## src/rtl/mem_pkg.sv

```systemverilog
// Shared definitions for the MEM stage: memory-op encodings and the queue entry layout.
// Pure declarations, no logic.
// Used by mem_stage_mo and ms_load_align.
package mem_pkg;

  // es_mem_op encodings
  localparam logic [2:0] OP_LW    = 3'd0;
  localparam logic [2:0] OP_LB    = 3'd1;
  localparam logic [2:0] OP_LBU   = 3'd2;
  localparam logic [2:0] OP_LH    = 3'd3;
  localparam logic [2:0] OP_LHU   = 3'd4;
  localparam logic [2:0] OP_LWL   = 3'd5;
  localparam logic [2:0] OP_LWR   = 3'd6;
  localparam logic [2:0] OP_STORE = 3'd7;

  // One in-flight instruction held by the MEM stage
  typedef struct packed {
    logic [31:0] pc;
    logic [4:0]  dest;
    logic        gr_we;
    logic        is_mem;
    logic [2:0]  op;
    logic        ready;
    logic [31:0] alu_result;
    logic [31:0] rt_value;
    logic [31:0] result;
  } entry_t;

endpackage

```

## src/rtl/ms_load_align.sv

```systemverilog
// Load data alignment: picks/extends bytes and halfwords, merges LWL/LWR with rt.
// Purely combinational, zero latency.
// No flow control; the caller decides when the result is captured.
module ms_load_align
  import mem_pkg::*;
(
  input  logic [2:0]  op,
  input  logic [1:0]  addr_lo,
  input  logic [31:0] rdata,
  input  logic [31:0] rt_value,
  output logic [31:0] result
);

  logic [7:0]  byte_sel;
  logic [15:0] half_sel;

  // Select the addressed byte/halfword and build the op-specific result
  always_comb begin
    byte_sel = rdata[{addr_lo, 3'b000} +: 8];
    half_sel = addr_lo[1] ? rdata[31:16] : rdata[15:0];
    result   = rdata;
    case (op)
      OP_LB:  result = {{24{byte_sel[7]}}, byte_sel};
      OP_LBU: result = {24'h0, byte_sel};
      OP_LH:  result = {{16{half_sel[15]}}, half_sel};
      OP_LHU: result = {16'h0, half_sel};
      OP_LWL: begin
        // low (a+1) bytes of rdata land in the top of the register
        case (addr_lo)
          2'd0:    result = {rdata[7:0],  rt_value[23:0]};
          2'd1:    result = {rdata[15:0], rt_value[15:0]};
          2'd2:    result = {rdata[23:0], rt_value[7:0]};
          default: result = rdata;
        endcase
      end
      OP_LWR: begin
        // high (4-a) bytes of rdata land in the bottom of the register
        case (addr_lo)
          2'd0:    result = rdata;
          2'd1:    result = {rt_value[31:24], rdata[31:8]};
          2'd2:    result = {rt_value[31:16], rdata[31:16]};
          default: result = {rt_value[31:8],  rdata[31:24]};
        endcase
      end
      default: result = rdata;
    endcase
  end

endmodule

```

## src/rtl/mem_stage_mo.sv

```systemverilog
// MEM stage with multiple outstanding data requests, completed in order from a circular queue.
// Non-mem instruction: 1 cycle to ms_to_ws_valid; loads/stores wait for their data_ok.
// ms_allowin drops only when the queue is full; a same-cycle dequeue does not free a slot.
module mem_stage_mo
  import mem_pkg::*;
#(
  parameter int DEPTH = 4,
  parameter int XLEN  = 32
) (
  input  logic            clk,
  input  logic            reset,
  input  logic            es_to_ms_valid,
  output logic            ms_allowin,
  input  logic            es_is_mem,
  input  logic [2:0]      es_mem_op,
  input  logic            es_gr_we,
  input  logic [4:0]      es_dest,
  input  logic [XLEN-1:0] es_pc,
  input  logic [XLEN-1:0] es_alu_result,
  input  logic [XLEN-1:0] es_rt_value,
  input  logic            data_sram_data_ok,
  input  logic [XLEN-1:0] data_sram_rdata,
  input  logic            flush,
  input  logic            ws_allowin,
  output logic            ms_to_ws_valid,
  output logic            ms_gr_we,
  output logic [4:0]      ms_dest,
  output logic [XLEN-1:0] ms_pc,
  output logic [XLEN-1:0] ms_result,
  output logic            ms_fwd_valid,
  output logic [4:0]      ms_fwd_dest,
  output logic [XLEN-1:0] ms_fwd_result,
  output logic            ms_fwd_stall,
  output logic            ms_resp_err
);

  localparam int PW = $clog2(DEPTH);
  localparam int CW = $clog2(DEPTH + 1);

  entry_t        q_q [DEPTH];
  logic [PW-1:0] head_q, head_d, tail_q, tail_d;
  logic [CW-1:0] count_q, count_d, disc_q, disc_d;
  logic          err_q, err_d;

  logic          head_vld, enq, deq;
  entry_t        head_e, new_e;
  logic [CW-1:0] owed_cnt;
  logic          cpl_found;
  logic [PW-1:0] cpl_idx, scan_idx;
  logic          rsp_cpl;
  logic [CW:0]   disc_total;
  logic [31:0]   align_result;

  assign head_e     = q_q[head_q];
  assign head_vld   = (count_q != '0);
  assign ms_allowin = (count_q != CW'(DEPTH));
  assign enq        = es_to_ms_valid && ms_allowin && !flush;
  assign deq        = ms_to_ws_valid && ws_allowin;
  assign rsp_cpl    = data_sram_data_ok && (disc_q == '0) && cpl_found && !flush;

  assign ms_to_ws_valid = head_vld && head_e.ready;
  assign ms_gr_we       = head_vld && head_e.gr_we;
  assign ms_dest        = head_vld ? head_e.dest   : 5'd0;
  assign ms_pc          = head_vld ? head_e.pc     : '0;
  assign ms_result      = head_vld ? head_e.result : '0;
  assign ms_resp_err    = err_q;

  // Incoming entry; non-mem instructions are complete on arrival
  always_comb begin
    new_e            = '0;
    new_e.pc         = es_pc;
    new_e.dest       = es_dest;
    new_e.gr_we      = es_gr_we;
    new_e.is_mem     = es_is_mem;
    new_e.op         = es_mem_op;
    new_e.ready      = !es_is_mem;
    new_e.alu_result = es_alu_result;
    new_e.rt_value   = es_rt_value;
    new_e.result     = es_alu_result;
  end

  // Walk oldest to youngest: count owed responses, find the oldest owed entry, pick forward source
  always_comb begin
    owed_cnt      = '0;
    cpl_found     = 1'b0;
    cpl_idx       = '0;
    scan_idx      = '0;
    ms_fwd_valid  = 1'b0;
    ms_fwd_dest   = 5'd0;
    ms_fwd_result = '0;
    ms_fwd_stall  = 1'b0;
    for (int i = 0; i < DEPTH; i++) begin
      scan_idx = head_q + PW'(i);
      if (CW'(i) < count_q) begin
        if (q_q[scan_idx].is_mem && !q_q[scan_idx].ready) begin
          owed_cnt = owed_cnt + 1'b1;
          if (!cpl_found) begin
            cpl_found = 1'b1;
            cpl_idx   = scan_idx;
          end
        end
        if (q_q[scan_idx].gr_we) begin
          // later (younger) matches overwrite older ones
          ms_fwd_stall = !q_q[scan_idx].ready;
          if (q_q[scan_idx].ready) begin
            ms_fwd_valid  = 1'b1;
            ms_fwd_dest   = q_q[scan_idx].dest;
            ms_fwd_result = q_q[scan_idx].result;
          end
        end
      end
    end
  end

  ms_load_align u_align (
    .op       (q_q[cpl_idx].op),
    .addr_lo  (q_q[cpl_idx].alu_result[1:0]),
    .rdata    (data_sram_rdata),
    .rt_value (q_q[cpl_idx].rt_value),
    .result   (align_result)
  );

  // Next-state for pointers, occupancy, discard counter and the error flag
  always_comb begin
    head_d     = head_q;
    tail_d     = tail_q;
    count_d    = count_q;
    disc_d     = disc_q;
    err_d      = err_q;
    disc_total = {1'b0, disc_q} + {1'b0, owed_cnt};
    if (flush) begin
      head_d  = '0;
      tail_d  = '0;
      count_d = '0;
      // a response arriving in the flush cycle is already accounted for
      if (data_sram_data_ok) begin
        if (disc_total == '0) err_d = 1'b1;
        else                  disc_total = disc_total - 1'b1;
      end
      disc_d = disc_total[CW] ? '1 : disc_total[CW-1:0];
    end else begin
      if (enq) tail_d = tail_q + 1'b1;
      if (deq) head_d = head_q + 1'b1;
      case ({enq, deq})
        2'b10:   count_d = count_q + 1'b1;
        2'b01:   count_d = count_q - 1'b1;
        default: count_d = count_q;
      endcase
      if (data_sram_data_ok) begin
        if (disc_q != '0)    disc_d = disc_q - 1'b1;
        else if (!cpl_found) err_d  = 1'b1;
      end
    end
  end

  // Control state register; reset drops any owed responses without discarding
  always_ff @(posedge clk) begin
    if (reset) begin
      head_q  <= '0;
      tail_q  <= '0;
      count_q <= '0;
      disc_q  <= '0;
      err_q   <= 1'b0;
    end else begin
      head_q  <= head_d;
      tail_q  <= tail_d;
      count_q <= count_d;
      disc_q  <= disc_d;
      err_q   <= err_d;
    end
  end

  // Entry storage: write new entries at tail, complete the oldest owed entry on data_ok
  always_ff @(posedge clk) begin
    if (!reset) begin
      if (enq) q_q[tail_q] <= new_e;
      if (rsp_cpl) begin
        q_q[cpl_idx].ready  <= 1'b1;
        q_q[cpl_idx].result <= (q_q[cpl_idx].op == OP_STORE) ? q_q[cpl_idx].alu_result
                                                             : align_result;
      end
    end
  end

endmodule

```

## config.mk

```make
export PLATFORM = sky130hd
export DESIGN_NAME = mem_stage_mo
export DESIGN_NICKNAME = d
export VERILOG_FILES = /design/src/rtl/mem_pkg.sv /design/src/rtl/ms_load_align.sv /design/src/rtl/mem_stage_mo.sv
export SDC_FILE = /design/constraint.sdc
export NUM_CORES = 1
export LEC_CHECK = 0
export ABC_AREA = 1
export CELL_PAD_IN_SITES_DETAIL_PLACEMENT = 1
export CELL_PAD_IN_SITES_GLOBAL_PLACEMENT = 2
export CORE_AREA = 4 4 309 311
export DETAILED_ROUTE_END_ITERATION = 12
export DIE_AREA = 0 0 313 315
export PLACE_DENSITY = 0.84
export SYNTH_ARGS = -nofsm -noshare
export SYNTH_HDL_FRONTEND = slang
export SYNTH_SLANG_ARGS = --single-unit
```

## constraint.sdc

```tcl
create_clock -name clk -period 4.9 [get_ports clk]
set_input_delay 0.98 -clock clk [delete_from_list [all_inputs] [get_ports clk]]
set_output_delay 0.98 -clock clk [all_outputs]
set_load 0.02 [all_outputs]
```

==> impl_metrics.env <==
export IMPL_syn2layout_area_growth_pct=21.70
export IMPL_die_w_um=313
export IMPL_cpLargestDelayFamily="buffers and inverters"
export IMPL_clk_pin_slew_ns=0.06
export IMPL_crit_path_top_delay_cell="clkdlybuf4s50_1"
export IMPL_firstDrtPassIters=5
export IMPL_rows=112
export IMPL_hold_path_startpoint="ms_resp_err$_SDFFE_PP0P_"
export IMPL_async_flop_share_pct=0
export IMPL_dp_hpwl_um=80900
export IMPL_arrival_ns=3.77
export IMPL_hp_class="reg -> reg"
export IMPL_grt_start_max_net_pins=104
export IMPL_status="finished, final reports clean"
export IMPL_die_area_um2=98600
export IMPL_drc=0
export IMPL_synth_xor_xnor_area_share_pct=0.1438
export IMPL_fmax_mhz=210.5
export IMPL_layout_min_cycle_time_ns=4.751
export IMPL_io_pins=256
export IMPL_critical_path_max_fanout=43
export IMPL_drive_above_1_share_pct=8.012
export IMPL_post_drt_wl_per_cell_um=23.25
export IMPL_min_path_cells=2
export IMPL_path_depth=12
export IMPL_postLayoutCoreUtil_pct=39.95
export IMPL_final_cell_area_um2=37060
export IMPL_grtUsageTotal_pct=23.34
export IMPL_cts_root_buffer="clkbuf_16"
export IMPL_synth_top_flop_cell="edfxtp_1"
export IMPL_post_route_period_util_pct=96.95
export IMPL_r2r_start="head_q[0]$_SDFFE_PP0P_"
export IMPL_crit_buf_inv=6
export IMPL_cp_cell_sequence="buf_4 > nand2_1 > buf_4 > inv_2 > buf_6 > a211oi_2 > nand2_1 > buf_6 > o21ai_0 > a31oi_1 > a21o_1 > clkdlybuf4s50_1"
export IMPL_end_kind="output port"
export IMPL_yosys_area_share_simple_pct=25.06
export IMPL_power_leakage_nw=14.40
export IMPL_first_iter_violations=2427
export IMPL_synth_adder_area_share_pct=0.8052
export IMPL_max_slew_worst_pin_slew_ns=1.114
export IMPL_cpPeakStageDelay_ns=0.65
export IMPL_muxShareOfSynthArea_pct=0.3287
export IMPL_synth_edff_count=552
export IMPL_multi_input_area_um2=11980
export IMPL_whs_ns=0.4808
export IMPL_cp_start_kind="register"
export IMPL_skew_ns=0.01788
export IMPL_ys_top_cells_by_count="1119 x nand2_1, 552 x edfxtp_1, 371 x nor2_1"
export IMPL_wl_um=117800
export IMPL_critical_path_required_ns=3.92
export IMPL_final_fill_count=10810
export IMPL_numCtsBuffers=66
export IMPL_via_per_inst=5.344
export IMPL_setup_viol_count_final=0
export IMPL_ys_seq_elements=569
export IMPL_synth_top_family_by_area="simple AND/OR/NAND/NOR gates"
export IMPL_finish_net_count=3922
export IMPL_htreeDepth=3
export IMPL_path_class="reg -> out"
export IMPL_vdd_drop_max_uv=272.6
export IMPL_cts_sinks=569
export IMPL_timing_final_hold_violations=0
export IMPL_synthDistinctLibCells=44
export IMPL_insertion_delay_ns=0.61
export IMPL_max_cap_violations=0
export IMPL_cts_tree="yes"
export IMPL_netlist_area_um2=30460
export IMPL_cellPowerDensity_nw_per_um2=315.1
export IMPL_grt_pass1_vias=27230
export IMPL_dieHeight_um=315
export IMPL_overflow=0
export IMPL_coreArea_um2=92770
export IMPL_slew_headroom_pct=25.73
export IMPL_hold_end="ms_resp_err$_SDFFE_PP0P_"
export IMPL_clockBufferDepth=3
export IMPL_ys_warn_count=0
export IMPL_power_w=0.01168
export IMPL_gp_congestion=0.8623
export IMPL_synth_top_area_cell="edfxtp_1"
export IMPL_r2r_slack_ns=0.28
export IMPL_yosysMostFrequentCell="nand2_1"
export IMPL_r2r_end="q_q[2][18]$_DFFE_PP_"
export IMPL_synthCells=3544
export IMPL_regArea_um2=16930
export IMPL_place_area_um2=34760
export IMPL_synthTopCellsByArea="edfxtp_1 54%, nand2_1 14%, o21ai_0 4.8%"
export IMPL_ff2ff_path_depth=24
export IMPL_ys_seq_area_share_pct=55.54
export IMPL_drv_slew=0
export IMPL_grt_pass1_wl_um=176100
export IMPL_synth_compound_area_share_pct=12.74
export IMPL_antenna_found_initial=12
export IMPL_avgSynthCellArea_um2=8.594
export IMPL_initial_core_util_pct=32.83
export IMPL_synth_top_area_share_pct=54.43
export IMPL_synth_nets=3707
export IMPL_via_count=27090
export IMPL_io_buffers=255
export IMPL_ant_nets=0
==> where the power goes <==
group          internal (W)  switching, W
sequential          0.00540     0.0000403
clock               0.00302       0.00198
combinational      0.000436      0.000813
==> placed cells by master (no fill, tap or decap), types with 5 or more instances in the layout <==
cell type           n
nand4_1            34
a211oi_1           16
edfxtp_1          552
nand2_2            16
dfxtp_1            13
clkinv_2           11
a31oi_1            30
o2111ai_1           8
clkdlybuf4s50_1   239
nor2_4              5
mux2i_1            10
ha_1               18
nand2_1          1114
a32o_1             13
a22oi_1            44
clkbuf_1           11
clkinv_1           14
or2_2              20
nor2_1            360
o211ai_1           57
a21oi_1           127
bufinv_16           9
o22ai_1            30
buf_12             19
nor2_2             16
buf_6               7
o21ai_0           291
o21ai_1            30
nand3_1           286
diode_2             7
inv_2              14
a21o_1             12
buf_4              88
clkbuf_16          68
dlygate4sd2_1       9
inv_1             163
inv_6               5
==> sequential cells by signal, summed over array words and instances, names as in the netlist, named ones only <==
| name | count |
|---|---|
| count_q | 3 |
| tail_q | 2 |
| q_q | 556 |
| head_q | 2 |
| ms_resp_err | 1 |
| disc_q | 3 |
==> metal layers <==
layer  wire length [µm]  up-vias  track usage (%)
li1                   -    12630                -
met1              53160    13450            32.81
met2              54450      860            37.48
met3               7636      139            3.983
met4               2504        8            6.117
met5                 58        -                0
==> worst register-to-register path: stages (launching register included) <==
cell and delay (ns):
dfxtp_4 0.36, buf_4 0.25, nand2_1 0.17, buf_4 0.22, nor2_1 0.10, a21oi_1 0.05, nand2_1 0.15, nand2_1 0.10
nor2_2 0.22, nand2_1 0.11, nand2_1 0.08, nand2_1 0.08, nand2_1 0.14, buf_4 0.20, nand3b_1 0.11, nand3_1 0.15
nand2_2 0.23, nand2_1 0.19, o21ai_0 0.18, nand4_1 0.16, nand2_2 0.24, o21ai_1 0.47, nand2_1 0.26, nand2_1 0.12
nand2_1 0.05
==> worst max-delay path by stage <==
stage | end | slack, ns | start
global placement | ms_fwd_result[22] | 0.34 | head_q[0]$_SDFFE_PP0P_
floorplan | disc_q[1]$_SDFFE_PP0P_ | 0.77 | head_q[1]$_SDFFE_PP0P_
global route | ms_fwd_result[29] | -0.02 | head_q[0]$_SDFFE_PP0P_
CTS | ms_fwd_dest[0] | 0.01 | head_q[0]$_SDFFE_PP0P_
detailed placement | disc_q[1]$_SDFFE_PP0P_ | 0.24 | head_q[0]$_SDFFE_PP0P_
finish | ms_fwd_result[12] | 0.15 | head_q[0]$_SDFFE_PP0P_
==> cells by family (layout without fill, tap and decap cells) <==
kind of cell / Yosys count / in the layout
multiplexers: 10 / 10
flip-flops: 569 / 569
AO/OA/AOI/OAI: 669 / 669
AND/OR/NAND/NOR: 1864 / 1864
buffers and inverters: 408 / 671
adder cells (fa/ha/maj): 19 / 19
other: 0 / 7
XOR/XNOR: 5 / 5
==> area by class of cell <==
| type | instances | area share [%] |
|---|---|---|
| flip-flops and latches | 569 | 45.67 |
| diodes | 7 | 0.04726 |
| inverters | 187 | 1.985 |
| well taps | 1254 | 4.233 |
| multi-input cells | 2567 | 32.32 |
| repair buffers | 368 | 9.905 |
| clock inverters | 36 | 1.097 |
| clock buffers | 80 | 4.740 |
==> through the flow <==
step           setup slack, ns  TNS [ns]  cells
2_1_floorplan           0.7662         0   3544
3_3_place_gp            0.3363         0   4943
3_5_place_dp            0.2421         0   4943
4_1_cts                0.01108         0   5060
5_1_grt               -0.02170  -0.02943   5066
6_report                0.1492         0   5068
==> timing repair <==
action / in CTS / in global routing
gates resized for setup: 20 / 30
endpoints found under the setup margin: 33 / 86
pin swaps: 0 / 0
setup buffers: 1 / 1
hold buffers: 0 / 0
No activity file was read; power rests on OpenSTA's default activity.
